### src/rtl/instruction_fetch_unit_pkg.sv
// Shared constants and the fetched-instruction record for the fetch unit.
package instruction_fetch_unit_pkg;

  localparam logic [31:0] RESET_PC_DEFAULT   = 32'h0000_0000;
  localparam int unsigned FIFO_DEPTH_DEFAULT = 2;
  localparam logic [31:0] PC_INCR            = 32'd4;

  typedef struct packed {
    logic [31:0] pc;
    logic [31:0] instr;
  } fetch_entry_t;

endpackage

### src/rtl/instruction_fetch_unit_fetch_fifo.sv
// Shift-style buffer of fetched instructions; entry 0 is always the head.
module fetch_fifo
  import instruction_fetch_unit_pkg::*;
#(
  parameter int unsigned DEPTH = FIFO_DEPTH_DEFAULT,
  localparam int unsigned CW   = $clog2(DEPTH + 1)
) (
  input  logic         clk,
  input  logic         reset,
  input  logic         push,
  input  logic         pop,
  input  logic         flush,
  input  fetch_entry_t push_data,
  output logic [CW-1:0] count,
  output fetch_entry_t head
);

  fetch_entry_t  entries_q [DEPTH];
  fetch_entry_t  entries_d [DEPTH];
  logic [CW-1:0] count_q, count_d;
  logic [CW-1:0] wr_idx;

  always_comb begin
    entries_d = entries_q;
    count_d   = count_q;
    // On a simultaneous pop the shift frees the slot below the current tail.
    wr_idx    = pop ? count_q - 1'b1 : count_q;
    if (flush) begin
      count_d = '0;
    end else begin
      if (pop) begin
        for (int unsigned i = 0; i < DEPTH - 1; i++) begin
          entries_d[i] = entries_q[i+1];
        end
      end
      if (push) begin
        for (int unsigned i = 0; i < DEPTH; i++) begin
          if (CW'(i) == wr_idx) entries_d[i] = push_data;
        end
      end
      count_d = count_q + CW'(push) - CW'(pop);
    end
  end

  always_ff @(posedge clk) begin
    if (reset) count_q <= '0;
    else       count_q <= count_d;
    entries_q <= entries_d;
  end

  assign count = count_q;
  assign head  = (count_q != '0) ? entries_q[0] : '0;

endmodule

### src/rtl/instruction_fetch_unit.sv
// Sequential instruction fetcher: PC/in-flight tracking with a small decode buffer.
module instruction_fetch_unit
  import instruction_fetch_unit_pkg::*;
#(
  parameter logic [31:0] RESET_PC   = RESET_PC_DEFAULT,
  parameter int unsigned FIFO_DEPTH = FIFO_DEPTH_DEFAULT
) (
  input  logic        clk,
  input  logic        reset,
  output logic [31:0] imem_addr,
  input  logic [31:0] imem_rdata,
  input  logic        redirect_valid,
  input  logic [31:0] redirect_pc,
  output logic        if_valid,
  output logic [31:0] if_pc,
  output logic [31:0] if_instr,
  input  logic        id_ready
);

  localparam int unsigned CW = $clog2(FIFO_DEPTH + 1);

  logic [31:0]   pc_q, pc_d;
  logic          inflight_q, inflight_d;
  logic [31:0]   inflight_pc_q, inflight_pc_d;
  logic [CW-1:0] count;
  logic [CW:0]   occupancy;
  logic          pop, push, issue;
  fetch_entry_t  head, push_data;

  assign if_valid  = (count != '0);
  assign if_pc     = head.pc;
  assign if_instr  = head.instr;
  assign imem_addr = pc_q;

  // Counting the outstanding fetch guarantees its response always has a slot.
  assign occupancy = {1'b0, count} + (CW+1)'(inflight_q);
  assign pop       = if_valid & id_ready & ~redirect_valid;
  assign issue     = ~redirect_valid & ((occupancy < (CW+1)'(FIFO_DEPTH)) | pop);
  assign push      = inflight_q & ~redirect_valid;
  assign push_data = '{pc: inflight_pc_q, instr: imem_rdata};

  always_comb begin
    pc_d          = pc_q;
    inflight_d    = 1'b0;
    inflight_pc_d = inflight_pc_q;
    if (redirect_valid) begin
      pc_d = redirect_pc & ~32'h3;
    end else if (issue) begin
      inflight_d    = 1'b1;
      inflight_pc_d = pc_q;
      pc_d          = pc_q + PC_INCR;
    end
  end

  always_ff @(posedge clk) begin
    if (reset) begin
      pc_q          <= RESET_PC;
      inflight_q    <= 1'b0;
      inflight_pc_q <= '0;
    end else begin
      pc_q          <= pc_d;
      inflight_q    <= inflight_d;
      inflight_pc_q <= inflight_pc_d;
    end
  end

  fetch_fifo #(.DEPTH(FIFO_DEPTH)) u_fifo (
    .clk       (clk),
    .reset     (reset),
    .push      (push),
    .pop       (pop),
    .flush     (redirect_valid),
    .push_data (push_data),
    .count     (count),
    .head      (head)
  );

endmodule

### config.mk
export PLATFORM = sky130hd
export DESIGN_NAME = instruction_fetch_unit
export DESIGN_NICKNAME = d
export VERILOG_FILES = /design/src/rtl/instruction_fetch_unit_pkg.sv /design/src/rtl/instruction_fetch_unit_fetch_fifo.sv /design/src/rtl/instruction_fetch_unit.sv
export SDC_FILE = /design/constraint.sdc
export NUM_CORES = 1
export LEC_CHECK = 0
export CAP_MARGIN = 15
export CORE_ASPECT_RATIO = 1.1
export CORE_MARGIN = 3
export CORE_UTILIZATION = 47
export CTS_BUF_LIST = sky130_fd_sc_hd__clkbuf_2
export DETAILED_ROUTE_END_ITERATION = 6
export PLACE_DENSITY = 0.71
export SETUP_SLACK_MARGIN = 0.1
export SYNTH_ARGS = -nofsm -noshare
export SYNTH_HDL_FRONTEND = slang
export SYNTH_HIERARCHICAL = 1
export SYNTH_SLANG_ARGS = --single-unit
export TNS_END_PERCENT = 10
### constraint.sdc
create_clock -name clk -period 10.5 [get_ports clk]
set_input_delay 3.15 -clock clk [delete_from_list [all_inputs] [get_ports clk]]
set_output_delay 3.15 -clock clk [all_outputs]
set_load 0.01 [all_outputs]
== Word level (Yosys, flattened, before mapping) ==
Cells that the tools add are included.
Storage, ports and cells
  register bits: 195
  bits of input ports: 68
  output and inout bits: 97
  word-level logic and storage cells: 37
Cells by class
  add/sub/neg operators: 5
  magnitude comparators: 1
  equality and inequality tests: 1
  multiplexer cells: 9
  bitwise operators: 6
  reduce and logical (&&, ||, !) cells: 6
Operators with widths (number)
  $mux W64: 4
  $mux W128: 1
  $mux W32: 2
  $add A32 B3 Y32 const B: 1
  $and A1 B1 Y1: 4
  $reduce_bool A2 Y1: 2
  $add A2 B1 Y3: 1
  $lt A3 B2 Y1 const B: 1
  $reduce_and A3 Y1: 1
  $add A2 B1 Y2: 1
  $eq A1 B2 Y1 const A: 1
  $logic_not A2 Y1: 1
  $mux W2: 1
  $reduce_and A2 Y1: 1
  $reduce_or A2 Y1: 1
  $sub A2 B1 Y2: 1
  $sub A2 B1 Y2 const B: 1
  $mux W1: 1
  $not A1 Y1: 1
  $or A1 B1 Y1: 1

== Depth between registers and ports, before layout ==
Gate-level depths: netlist of the first run.
  depth in word-level cells: 7
  depth in mapped cells: 10
  depth with buffers taken out: 8

== Modules after synthesis ==
Netlist of the first run, hierarchy kept.
Modules (own cells, without submodules)
  fetch_fifo: times used 1, cells each 360, area an instance 6038.3 um2, seq. area each 3883.7 um2
  instruction_fetch_unit: times used 1, cells each 354, area an instance 2793.9 um2, seq. area each 1221.2 um2

== Worst setup path before layout of the first run ==
Ideal clock, no wire load.
  path type: input to register
  from: input redirect_valid
  to: register u_fifo/entries_q[0] (netlist bit) (enable)
  library setup time: 0.565 ns
  arrival: 9.077 ns
  data required time: 9.935 ns
  slack: 0.858 ns
  stages: 9
  path buffers: 5
  path through: clkbuf_1 -> inv_2 -> buf_1 -> and3_1 -> buf_6 -> clkbuf_1 -> buf_2 -> a31oi_1 -> nor3_1
Between the ends
  word-level cells in the longest chain between the ends: 5
  elaborated cells between the ends (all ways): 6
  those cells by class: eq/ne: 1; mux: 1; bitwise: 3; reduce/logical: 1
RTL lines
  from (decl): line instruction_fetch_unit.sv:12  | input logic redirect_valid,
  $not A1 Y1 (no source line)
  $and A1 B1 Y1: line instruction_fetch_unit.sv:37  | assign pop = if_valid & id_ready & ~redirect_valid;
  net pop: line instruction_fetch_unit.sv:27  | logic pop, push, issue;
  $mux W2: line instruction_fetch_unit_fetch_fifo.sv:27  | wr_idx = pop ? count_q - 1'b1 : count_q;
  $eq A1 B2 Y1: line instruction_fetch_unit_fetch_fifo.sv:38  | if (CW'(i) == wr_idx) entries_d[i] = push_data;
  $reduce_and A3 Y1 (no source line)
  to (signal assigned): line instruction_fetch_unit_fetch_fifo.sv:48  | entries_q <= entries_d;
  to (decl): line instruction_fetch_unit_fetch_fifo.sv:18  | fetch_entry_t entries_q [DEPTH];
The timed path passes the listed nets, and every way through them passes these cells.
A chain may end at the register's enable or synchronous reset.

== Worst setup path after layout of the first run ==
  from: input redirect_valid
  to: register u_fifo/entries_q[80] (netlist bit), data pin
Between the ends
  word-level cells in the longest chain between the ends: 6
  elaborated cells between the ends (all ways): 8
  those cells by class: mux: 4; bitwise: 3; reduce/logical: 1
RTL lines
  $not A1 Y1 (no source line) (*)
  $and A1 B1 Y1 (*): line instruction_fetch_unit.sv:37
  net pop: line instruction_fetch_unit.sv:27
  $mux W2: line instruction_fetch_unit_fetch_fifo.sv:27
  $logic_not A2 Y1: line instruction_fetch_unit_fetch_fifo.sv:38
  $mux W64: line instruction_fetch_unit_fetch_fifo.sv:38
  $mux W128 (*): line instruction_fetch_unit_fetch_fifo.sv:36  | if (push) begin
Mark *: on every way through the listed nets, which the timed path passes. The rest lies on a longest branch.

==> results by group, run 1 <==
Run status
  • Status: finished clean

Critical path
  • Startpoint Class: input port
  • Largest fanout on the critical path: 69
  • Reg2reg path depth: 5
  • Arr. time, crit path: 7.20 ns
  • Critical Path RT: between 10 and 15 ns
  • Endpoint type of the worst setup path: register
  • Crit path kind: input port to register

CTS
  • CTS H-tree lvls: 4
  • CTS Buffer Depth: 2
  • Clk sinks: 191
  • Post-cts repair resize count: 0
  • CTS tree: built
  • Setup Buffers After CTS: 0
  • Post-CTS Hold Buffers: 0
  • Clock Latency Late Sink: 0.74 ns
  • Clock-pin slew on the worst setup and hold paths: 0.26 ns
  • Root Buffer: clkbuf_2
  • CTS Buf Count: 17

Logic synthesis
  • Top cell type's share of synthesized area: 0.4352
  • Cells after synthesis: 714
  • Synthesis-stage register bit count: 191
  • Asr flop ratio synth: 0
  • Yosys warns: 6
  • Yosys top cell by area: edfxtp_1
  • Ys flop type: edfxtp_1
  • Synth unique cells: 51
  • Post-Syn Area: 8832 µm²
  • Post-synthesis sequential area ratio: 0.5780
  • Synth area leaders: edfxtp_1 (44%), mux2_2 (15%), dfxtp_1 (14%)
  • EDFF count, synth: ~130
  • Post-Syn Area per Cell: 12.37 µm²

Final layout
  • Multi-input gate area: 3478 µm²
  • Fraction of layout cells with a size suffix above 1: 0.2096
  • Core Util, Final: 0.6004
  • FF+latch area: 5105 µm²
  • Post-route cell area: 10,840 µm²
  • Net total in the final layout: 932
  • FILL cells: between 1,000 and 1,500
  • Ant. Diodes: 0
  • Syn-to-layout area delta: 22.77%

Pwr
  • Combinational group share of total power: 0.123
  • Clock power frac: 0.259
  • VDD IR max: 0.09259 mV
  • Power, Total: 0.001403 W
  • Int Pwr: between 0.001 and 0.0015 W
  • Register share of total power: 0.618
  • Leak: 3.570 nW
  • P per Cell Area: 129.4 nW/µm²
  • Psw: 0.0003483 W
  • Switching portion of total power: 0.2483

Routing
  • Drt via density: 5.393
  • Starting DRT DRC Count: 395
  • Total number of vias: about 6,000
  • WL per Instance: 17.65 µm
  • Total wire length: ~20,000 µm
  • Routed Antenna Nets: 0
  • Drt drc: 0
  • Router iterations before antenna repair: 7

Timing
  • Min Tclk post-route: 6.681 ns
  • RSZ-0062 raised after global routing: no
  • Final Skew: about 0.022 ns
  • Final Max Slew Viols: 0
  • Worst-margin pin slew: 1.164 ns
  • Final setup TNS: 0 ns
  • Period utilisation layout: 0.6363
  • Max-slew headroom: 0.2221
  • Fmax: 0.1497 GHz
  • Setup-failing EPs final: 0
  • Final Hold Fails: 0
  • Min Hold Slack: 0.4827 ns

Hold path
  • Hold Crit Depth: 2
  • Worst hold path type: register to register

GRT
  • Largest net degree at the start of global routing: 70
  • First-pass GRT wire length: 30,710 µm
  • Via count of the first global-routing pass: 5,949
  • Initial antenna violation count: 0
  • Total GRT Usage: 0.1931
  • Total grt overflow: 0

Placement
  • Placed inst area: 10,600 µm²
  • RePlAce Congestion: 0.8425
  • Input/output buffers: 160
  • Detailed Place HPWL: 12,750 µm

Floorplanning
  • Row cnt: 51
  • Die Width: between 100 and 150 µm
  • DIE AREA: between 20,000 and 25,000 µm²
  • Initial core utilization: 0.4891
  • CORE AREA: 18,060 µm²
  • Die H: 149.8 µm
  • # IOs: between 150 and 200

Run
  • Max cap viols: 0
-- sequential cells by signal (all words and copies together) (netlist names) --
register	cells
u_fifo/entries_q	128
imem_addr	30
inflight_q	1
inflight_pc_q	30
u_fifo/count	2
-- through the flow --
stage	cells	setup WS, ns
floorplan	719	0.8579
global placement	1079	3.053
detailed placement	1079	2.958
CTS	1111	3.834
global route	1111	3.650
finish	1111	3.819
-- final cells by class --
class | instances | area share
well taps | 238 | 0.02746
multi-input cells | 469 | 0.3208
clock buffers | 17 | 0.007847
repair buffers | 168 | 0.1539
inverters | 13 | 0.004500
flip-flops and latches | 191 | 0.4708
clock inverters | 15 | 0.01465
-- synth_stat cells (2+ instances only) --
cell,number
clkbuf_1,32
xor2_1,9
o22ai_1,3
edfxtp_1,128
or4_1,3
nand3_1,11
a221oi_1,2
dfxtp_1,63
nor3b_1,2
mux2_4,10
xnor2_1,17
o21ai_0,7
nor3_1,5
nor2b_1,65
nor2_1,30
or2_2,2
buf_4,2
inv_1,12
o2111ai_1,2
a211oi_1,17
buf_2,4
a311oi_1,2
nor4_1,10
a21oi_1,36
o211ai_1,2
and3_1,3
ha_1,4
and4_1,2
nand2_1,79
nand4_1,5
mux2_2,119
buf_6,7
-- final timing paths --
check                                         to                          start  slack, ns
setup reg to reg  u_fifo/entries_q[80]$_DFFE_PN_     u_fifo/count[0]$_SDFF_PP0_       6.85
setup / recovery  u_fifo/entries_q[80]$_DFFE_PN_                 redirect_valid       3.82
hold reg to reg    inflight_pc_q[9]$_SDFFE_PP0P_  inflight_pc_q[9]$_SDFFE_PP0P_       0.48
hold / removal     inflight_pc_q[9]$_SDFFE_PP0P_  inflight_pc_q[9]$_SDFFE_PP0P_       0.48
-- layout by cell type (no fill, tap or decap), types with 3 or more instances in the layout --
cell,n
buf_4,7
edfxtp_1,128
inv_8,3
mux2_2,119
xor2_1,9
o22ai_1,3
xnor2_1,17
clkinvlp_4,3
nand4_1,5
nand2_1,79
a21oi_1,36
clkinv_1,3
or4_1,3
o21ai_0,7
a211oi_1,17
dfxtp_1,63
conb_1,6
clkdlybuf4s50_1,159
clkbuf_2,17
inv_1,11
nor2_1,29
mux2_4,10
nor3_1,4
nor2b_1,65
nand3_1,11
nor4_1,10
ha_1,3
-- power groups by stage --
stage                      logic, W  clock network, W  registers, W
after floorplan           0.0000989                 0      0.000879
after global placement     0.000170                 0      0.000881
after detailed placement   0.000174                 0      0.000883
after CTS                  0.000175          0.000377      0.000867
after global routing       0.000187          0.000409      0.000873
final                      0.000172          0.000363      0.000867
-- layer usage --
metal  up-vias  GRT usage  part of all wire
met3        19    0.04069             0.064
met1      2894     0.2440              0.42
met4         0    0.06048             0.014
met2       208     0.3319              0.50
li1       2871          -                 -
met5         -          0                 0
-- critical path, stage by stage --
cell	delay [ns]
clkdlybuf4s50_1	0.40
buf_4	0.22
inv_2	0.59
and3_4	1.04
nand4_1	0.31
o41ai_4	0.25
buf_4	0.77
mux2_2	0.41
-- kinds of logic after synthesis --
group                      Yosys count  synth area share
and+or+nand+nor                    223            0.1283
DFF                                191            0.5780
muxes                              130            0.1699
AOI/OAI and AO/OA                   80           0.05950
buffers and inverters               59           0.03244
xor gates and xnor gates            26           0.02578
adders and majority gates            4          0.005667
other                                1         0.0004246
Power figures use the tool's default switching activity.
==> run 2, diff against run 1 <==
Settings changed: PLACE_DENSITY 0.71 to 0.74.
Clock period 10.5 ns to 5.67 ns, I/O delays scaled along.
==> results by group, run 2 (synthesis results as in run 1) <==
Floorplanning
  • Die Width: 136.7 µm (unchanged)
  • Row cnt: 51 (unchanged)
  • CORE AREA: 18,060 µm² (unchanged)
  • Initial core utilization: 0.4891 (unchanged)
  • # IOs: 165 (unchanged)
  • Die H: 149.8 µm (unchanged)
  • DIE AREA: 20,480 µm² (unchanged)

Final layout
  • Commonest non-fill, non-tap cell in the layout: clkdlybuf4s50_1
  • Ant. Diodes: 0 (unchanged)
  • Most flops, register: u_fifo/entries_q
  • Syn-to-layout area delta: 22.82% (about the same)
  • Net total in the final layout: 938 (+0.64%)
  • Post-route cell area: 10,850 µm² (about the same)
  • FILL cells: 1,445 (-0.48%)
  • Core Util, Final: 0.6007 (about the same)
  • Most frequent cells in the layout: clkdlybuf4s50_1 (159), edfxtp_1 (128), mux2_2 (119)
  • Fraction of layout cells with a size suffix above 1: 0.2162 (+0.006533)
  • Max reg flops: 128 (unchanged)

Run
  • Max cap viols: 0 (unchanged)

Pwr
  • Int Pwr: 0.001905 W (+81%)
  • Psw: 0.0006363 W (+83%)
  • Switching portion of total power: 0.2504 (+0.002089)
  • Leak: 3.597 nW (+0.74%)
  • P per Cell Area: 234.3 nW/µm² (+81%)
  • Clock power frac: 0.240 (-0.019)
  • Combinational group share of total power: 0.128 (+0.005)
  • Register share of total power: 0.632 (+0.014)
  • Power, Total: 0.002541 W (+81%)
  • VDD IR max: 0.1238 mV (+34%)

Critical path
  • Slowest cell on crit path: ha_2
  • Startpoint Class: register
  • Crit-path max cell delay: 0.78 ns (-0.26 ns)
  • Largest fanout on the critical path: 38 (-45%)
  • Endpoint type of the worst setup path: primary output
  • Cell Chain, Critical Path: inv_1 > ha_2 > buf_4 > nor2b_1 > clkdlybuf4s50_1
  • CP Buf/Inv Count: 3 (-1)
  • Crit path kind: register to primary output
  • CP startpoint: u_fifo/count[1]$_SDFF_PP0_
  • Critical Path RT: 3.97 ns (-7.05 ns)
  • Worst flop-to-flop path startpoint: u_fifo/count[0]$_SDFF_PP0_
  • Arr. time, crit path: 3.08 ns (-4.12 ns)
  • Crit-path leading delay family: buffers and inverters

Timing
  • Setup-failing EPs final: 0 (unchanged)
  • Period utilisation layout: 0.8434
  • Final Skew: 0.03496 ns (+0.01294 ns)
  • RSZ-0062 raised after global routing: no
  • Final Hold Fails: 0 (unchanged)
  • Fmax: about 0.21 GHz
  • Min Tclk post-route: 4.782 ns
  • Worst-margin pin slew: 1.165 ns (+0.0005423 ns)
  • Final Max Slew Viols: 0 (unchanged)
  • Final setup TNS: 0 ns (unchanged)
  • Max-slew headroom: 0.2222 (about the same)

Routing
  • Drt drc: 0 (unchanged)
  • Met3 wire len: 1500 µm (+20%)
  • Uppermost routed layer: met4
  • Metal2 WL: 9580 µm (-1.9%)
  • Starting DRT DRC Count: 405 (+2.5%)
  • Routed Antenna Nets: 0 (unchanged)
  • Total wire length: 19,910 µm (+1.6%)
  • WL per Instance: 17.83 µm (+1.0%)
  • Total number of vias: 6,025 (+0.55%)
  • Met1 Wirelength: 8548 µm (+2.7%)
  • Drt via density: 5.394 (about the same)
  • Router iterations before antenna repair: 5 (-2)

Hold path
  • Hold Startpoint: inflight_pc_q[28]$_SDFFE_PP0P_
  • Worst hold path type: register to register

CTS
  • CTS tree: built
  • Post-cts repair resize count: 0 (unchanged)
  • CTS H-tree lvls: 4 (unchanged)
  • Clk sinks: 191 (unchanged)
  • CTS Buf Count: 17 (unchanged)
  • Clock Latency Late Sink: 0.75 ns (about the same)
  • Post-CTS Hold Buffers: 0 (unchanged)
  • Root Buffer: clkbuf_2
  • Setup Buffers After CTS: 0 (unchanged)
  • Clock-pin slew on the worst setup and hold paths: 0.25 ns (about the same)
  • CTS Buffer Depth: 2 (unchanged)

GRT
  • Total GRT Usage: 0.1964 (+0.003262)
  • Largest net degree at the start of global routing: 48 (-31%)
  • First-pass GRT wire length: 31,260 µm (+1.8%)
  • Via count of the first global-routing pass: 6,077 (+2.2%)
  • Total grt overflow: 0 (unchanged)
  • Initial antenna violation count: 0 (unchanged)

Run status
  • Status: finished clean

Placement
  • Input/output buffers: 160 (unchanged)
  • RePlAce Congestion: 0.8573 (+1.8%)
  • Detailed Place HPWL: 13,240 µm (+3.8%)
  • Placed inst area: 10,630 µm² (+0.30%)
==> run 2: path summary, 6_finish.rpt <==
path	slack, ns	endpoint	cells past startpoint
setup / recovery	0.89	if_instr[20]	5
hold / removal	0.46	u_fifo/entries_q[60]$_DFFE_PP_	0
setup reg to reg	2.81	u_fifo/entries_q[76]$_DFFE_PN_	6
hold reg to reg	0.46	u_fifo/entries_q[60]$_DFFE_PP_	0
==> run 2: worst register-to-register path, delay by kind of cell, from the launching register on <==
family	cells	cell delay, ns
and+or+nand+nor	3	0.99
buffers and inverters	1	0.61
AOI/OAI and AO/OA	1	0.10
muxes	1	0.43
DFF	1	0.53
==> run 2: cell type report <==
class	count	area [µm²]	area share
timing repair buffer	174	1705	0.1572
clock buffer	18	90.09	0.008305
clock inverter	14	116.4	0.01073
sequential	191	5105	0.4706
tap	238	297.8	0.02745
multi-input combinational	469	3485	0.3212
inverter	13	48.80	0.004498
==> run 2: routing by layer <==
| metal | vias up | GRT usage |
|---|---|---|
| met5 | - | 0 |
| met4 | 0 | 0.05595 |
| met3 | 29 | 0.04976 |
| met2 | 222 | 0.3321 |
| met1 | 2892 | 0.2497 |
| li1 | 2882 | - |
==> run 2: through the flow <==
step	setup WS, ns	std cells	hold WS [ns]
2_1_floorplan	0.3896	719	0.4245
3_3_place_gp	0.9959	1084	0.4298
3_5_place_dp	0.9567	1084	0.4377
4_1_cts	0.7881	1116	0.4673
5_1_grt	0.6161	1117	0.4919
6_report	0.8879	1117	0.4607
==> run 2: power by group through the flow <==
stage / clock [W] / combinational [W] / sequential, W
after floorplan: 0 / 0.000183 / 0.00163
after global placement: 0 / 0.000315 / 0.00163
after detailed placement: 0 / 0.000324 / 0.00164
after CTS: 0.000631 / 0.000326 / 0.00161
after global routing: 0.000674 / 0.000351 / 0.00162
final: 0.000611 / 0.000324 / 0.00161
